`src/rtl/vmem_pkg.sv`:
```
// rtl/vmem_pkg.sv - shared widths for the video-memory write buffer
package vmem_pkg;

    localparam int DATA_W  = 8;
    localparam int ADDR_W  = 16;
    localparam int VADDR_W = 12;
    localparam int DEPTH   = 8;
    localparam int ENTRY_W = VADDR_W + DATA_W;

    typedef struct packed {
        logic [VADDR_W-1:0] addr;
        logic [DATA_W-1:0]  data;
    } vmem_entry_t;

endpackage

```
`src/rtl/sync_fifo.sv`:
```
// rtl/sync_fifo.sv - register-array FIFO; a push into a full FIFO is taken only alongside a pop
module sync_fifo #(
    parameter int WIDTH = 20,
    parameter int DEPTH = 8
) (
    input  logic                       clock,
    input  logic                       reset,
    input  logic                       push,
    input  logic [WIDTH-1:0]           push_data,
    input  logic                       pop,
    output logic [WIDTH-1:0]           pop_data,
    output logic                       pop_fire,
    output logic                       drop,
    output logic [$clog2(DEPTH):0]     level,
    output logic                       full
);

    localparam int PTR_W = $clog2(DEPTH);
    localparam int LVL_W = PTR_W + 1;

    logic [WIDTH-1:0] mem [DEPTH];
    logic [PTR_W-1:0] rd_ptr;
    logic [PTR_W-1:0] wr_ptr;
    logic             empty;
    logic             push_fire;

    // Pop is decided on the pre-edge level, so a push into an empty FIFO never bypasses.
    always_comb begin
        empty     = (level == '0);
        full      = (level == LVL_W'(DEPTH));
        pop_fire  = pop && !empty;
        push_fire = push && (!full || pop_fire);
        drop      = push && !push_fire;
        pop_data  = mem[rd_ptr];
    end

    always_ff @(posedge clock) begin
        if (push_fire) begin
            mem[wr_ptr] <= push_data;
        end
    end

    always_ff @(posedge clock) begin
        if (reset) begin
            rd_ptr <= '0;
            wr_ptr <= '0;
            level  <= '0;
        end else begin
            if (push_fire) begin
                wr_ptr <= wr_ptr + PTR_W'(1);
            end
            if (pop_fire) begin
                rd_ptr <= rd_ptr + PTR_W'(1);
            end
            case ({push_fire, pop_fire})
                2'b10:   level <= level + LVL_W'(1);
                2'b01:   level <= level - LVL_W'(1);
                default: level <= level;
            endcase
        end
    end

endmodule

```
`src/rtl/vmem_write_buffer.sv`:
```
// rtl/vmem_write_buffer.sv - queues CPU video stores and drains them on scanner grants
module vmem_write_buffer
    import vmem_pkg::*;
#(
    parameter int DATA_W  = vmem_pkg::DATA_W,
    parameter int ADDR_W  = vmem_pkg::ADDR_W,
    parameter int VADDR_W = vmem_pkg::VADDR_W,
    parameter int DEPTH   = vmem_pkg::DEPTH
) (
    input  logic                   clock,
    input  logic                   reset,
    input  logic                   cpu_we,
    input  logic [ADDR_W-1:0]      cpu_addr,
    input  logic [DATA_W-1:0]      cpu_data,
    input  logic                   vram_grant,
    input  logic                   ovf_clr,
    output logic                   vram_we,
    output logic [VADDR_W-1:0]     vram_addr,
    output logic [DATA_W-1:0]      vram_data,
    output logic [$clog2(DEPTH):0] level,
    output logic                   full,
    output logic                   overflow
);

    localparam int E_W = VADDR_W + DATA_W;

    logic [E_W-1:0] push_entry;
    logic [E_W-1:0] head_entry;
    logic           pop_fire;
    logic           drop;
    logic           unused_addr_hi;

    // Only the VRAM-sized low address bits are meaningful downstream.
    assign push_entry     = {cpu_addr[VADDR_W-1:0], cpu_data};
    assign unused_addr_hi = ^cpu_addr[ADDR_W-1:VADDR_W];

    sync_fifo #(
        .WIDTH (E_W),
        .DEPTH (DEPTH)
    ) u_fifo (
        .clock     (clock),
        .reset     (reset),
        .push      (cpu_we),
        .push_data (push_entry),
        .pop       (vram_grant),
        .pop_data  (head_entry),
        .pop_fire  (pop_fire),
        .drop      (drop),
        .level     (level),
        .full      (full)
    );

    always_ff @(posedge clock) begin
        if (reset) begin
            vram_we   <= 1'b0;
            vram_addr <= '0;
            vram_data <= '0;
        end else if (pop_fire) begin
            vram_we   <= 1'b1;
            vram_addr <= head_entry[E_W-1:DATA_W];
            vram_data <= head_entry[DATA_W-1:0];
        end else begin
            vram_we   <= 1'b0;
        end
    end

    // A drop in the same cycle as a clear request keeps the flag set.
    always_ff @(posedge clock) begin
        if (reset) begin
            overflow <= 1'b0;
        end else if (drop) begin
            overflow <= 1'b1;
        end else if (ovf_clr) begin
            overflow <= 1'b0;
        end
    end

endmodule
```
`config.mk`:
```
export PLATFORM = sky130hd
export DESIGN_NAME = vmem_write_buffer
export DESIGN_NICKNAME = d
export VERILOG_FILES = /design/src/rtl/vmem_pkg.sv /design/src/rtl/sync_fifo.sv /design/src/rtl/vmem_write_buffer.sv
export SDC_FILE = /design/constraint.sdc
export NUM_CORES = 1
export LEC_CHECK = 0
export BUFFER_PORTS_ARGS = -buffer_cell sky130_fd_sc_hd__buf_2
export CORE_UTILIZATION = 45
export DETAILED_ROUTE_END_ITERATION = 8
export SYNTH_ARGS = -nofsm -noshare
export SYNTH_HDL_FRONTEND = slang
export SYNTH_SLANG_ARGS = --single-unit
```
`constraint.sdc`:
```
create_clock -name clock -period 3.7 [get_ports clock]
set_input_delay 0.74 -clock clock [delete_from_list [all_inputs] [get_ports clock]]
set_output_delay 0.74 -clock clock [all_outputs]
set_load 0.005 [all_outputs]
```
==> flow_metrics.tcl <==
set metrics [dict create \
    ff2ff_path_depth 8 \
    synth_cell_types 32 \
    synthTopCellsByArea "edfxtp_1 67%, mux4_2 13%, dfxtp_1 8.9%" \
    path_depth 8 \
    htreeDepth 4 \
    clk_latency_ns 0.42 \
    critPathTopFamily "simple AND/OR/NAND/NOR gates" \
    syn_to_final_growth_pct 15.1 \
    run_status "complete, no violations" \
    final_cell_mix "160 x edfxtp_1, 51 x buf_2, 40 x mux4_2, 33 x nor2_1, 30 x dfxtp_1" \
    synth.net_count 409 \
    clock.fmax_mhz 350 \
    power_density_nw_per_um2 646 \
    drt-wirelength-per-cell_um 21.0 \
    nets 471 \
    cts_buffer_depth 2 \
    cts_resized 0 \
    fillers 1214 \
    required_ns 4.05 \
    cp.arrival_ns 3.21 \
    max_stage_delay_ns 0.66 \
    crit_path_start_kind "flip-flop" \
    cts_tree "built" \
    die-height_um 128 \
    fin_crit_ns 2.86 \
    post-route-period-util_pct 77.3 \
    r2r_setup_slack_ns 0.84 \
    cts_root_buffer "clkbuf_16" \
    r2r_end "u_fifo.level[3]" \
    hpwl_um 7500 \
    synth_area_um2 7180 \
    grt_pass1_vias 3599 \
    fin_setup_tns_ns 0 \
    die_area_um2 16500 \
    leakage_nw 2.76 \
    rsz0062_at_grt "false" \
    cap_violations 0 \
    drt-total-wl_um 13900 \
    path_clk_slew_ns 0.06 \
    antenna_found_initial 1 \
    fp-row-count 45 \
    p_total_mw 5.34 \
    via_per_inst 5.52 \
    crit_slowest_cell "or4b_1" \
    drtIter0Drc 285 \
    antenna_left 0 \
    timing.rr.start "u_fifo.level[0]" \
    cts_buffers 17 \
    synth_cells 374 \
    synth.largest_area_cell "edfxtp_1" \
    dr_total_vias 3646 \
    drc 0 \
    yosysSeqAreaShare_pct 75.8 \
    synth.avg_cell_area_um2 19.2 \
    overflow 0 \
    yosysTopAreaCellShare_pct 66.9 \
    dr.pass1.iters 4 \
    portBuffers 51 \
    io_pins 56 \
    yosys_warnings 0 \
    hold_class "flip-flop to flip-flop" \
    antenna-diode-count 0 \
    finalHoldViolCount 0 \
    cpMostUsedCell "a21oi_1" \
    crit_buf_inv 0 \
    setup_viol 0 \
    slew_viol_final 0 \
    ys_ff_latch 192 \
    critPathCaptureType "flip-flop" \
    worst_pin_slew_ns 0.890 \
    path_cells "or4b_1 -> o21ai_4 -> ha_1 -> ha_1 -> a21oi_1 -> a21oi_1 -> or4_1 -> a21oi_1" \
    criticalPathCategory "flip-flop to flip-flop" \
    core_area_um2 15400 \
    relSlewSlack_pct 40.6 \
    grt_max_degree 33 \
    cts_sinks 192 \
    cp_max_fo 7 \
    final_common_cell "edfxtp_1" \
    worstSetupEndpoint "u_fifo.level[3]" \
    die_w_um 128 \
    final_layout_size_suffix_gt1_share_pct 31.6 \
    cts.hold.buffers_added 0 \
    grt_pass1_wl_um 21100 \
    start_util_pct 46.7 \
    cp-startpoint "u_fifo.level[0]" \
    finalWeightedCongestion 0.726 \
    grt_usage_pct 18.3 \
    post-cts-setup-buffers 0 \
    vdd_drop_max_mv 0.372 \
    skew_ns 0.00739 \
]
final cells by class:
class                   count  area [µm²]  share of cell area, %
well taps                 211         264                   3.19
clock inverters             8        88.8                   1.07
repair buffers             63         345                   4.17
multi-input cells         158        1640                   19.8
inverters                   4        15.0                  0.182
flip-flops and latches    192        5450                   65.9
clock buffers              24         472                   5.70
through the flow:
stage	area (µm²)	cells	setup WS, ns	utilization (%)	hold WS [ns]
2_1_floorplan	7180	374	0.483	-	0.484
5_1_grt	8270	660	0.679	53.8	0.509
6_report	8270	660	0.841	53.8	0.487
4_1_cts	8270	660	0.830	53.8	0.490
3_5_place_dp	7710	628	0.850	50.2	0.477
3_3_place_gp	7710	628	0.913	50.2	0.479
power by group:
part / total [mW] / switching, mW / internal (mW)
registers: 2.69 / 0.151 / 2.54
clock network: 1.74 / 0.721 / 1.02
logic: 0.910 / 0.469 / 0.441
total: 5.34 / 1.34 / 4.00
state kept, by name, summed over array words and instances (netlist names):
signal	cells
vram_addr	12
u_fifo.level	4
vram_data	8
u_fifo.mem	160
overflow	1
vram_we	1
u_fifo.rd_ptr	3
u_fifo.wr_ptr	3
worst reg2reg max path: cells and delay by family (launching register included):
family	cells	cell delay [ns]
AOI/OAI and AO/OA	4	0.73
adders and majority gates	2	0.55
DFF	1	0.37
and+or+nand+nor	2	1.12
metal layers:
layer | up-vias | global-route usage, % | wire (µm)
li1 | 1625 | - | -
met1 | 1930 | 22.9 | 6010
met2 | 77 | 31.0 | 7070
met3 | 12 | 5.07 | 639
met4 | 2 | 6.44 | 142
met5 | - | 0 | 10
cell families (layout without fill, tap and decap cells):
logic type | Yosys count | in the layout | share of synthesized area, %
compound gates | 31 | 31 | 2.87
xor+xnor | 6 | 6 | 0.731
fa+ha+maj | 6 | 6 | 1.15
buf+inv | 24 | 99 | 1.86
flops | 192 | 192 | 75.8
mux | 43 | 43 | 13.0
simple gates | 72 | 72 | 4.63
synth_stat cells:
master	n
and3_1	1
nand2_2	1
a211oi_1	1
o211ai_1	2
or4b_1	1
buf_4	2
ha_1	5
nor2_1	36
nor2b_1	2
dfxtp_1	32
o31ai_1	1
inv_1	4
or4_1	1
clkbuf_1	9
nand2b_2	1
buf_2	5
o21ai_4	1
o41a_1	1
nor4_1	1
fa_1	1
mux4_2	40
buf_6	4
nand3_1	1
nand2_1	2
mux2i_1	3
edfxtp_1	160
o22ai_1	19
xnor2_1	1
a21oi_1	6
nor3_1	23
xor2_1	5
nand2b_1	2
how the worst min path moves through the flow:
| stage | from | to | slack [ns] | cells past startpoint |
|---|---|---|---|---|
| detailed placement | vram_data[2] | vram_data[2] | 0.48 | 2 |
| floorplan | vram_addr[11] | vram_addr[11] | 0.48 | 2 |
| finish | vram_data[2] | vram_data[2] | 0.49 | 2 |
| CTS | vram_data[2] | vram_data[2] | 0.49 | 2 |
| global placement | vram_data[2] | vram_data[2] | 0.48 | 2 |
| global route | vram_data[1] | vram_data[1] | 0.51 | 2 |
(Power assumes the default switching activity.)
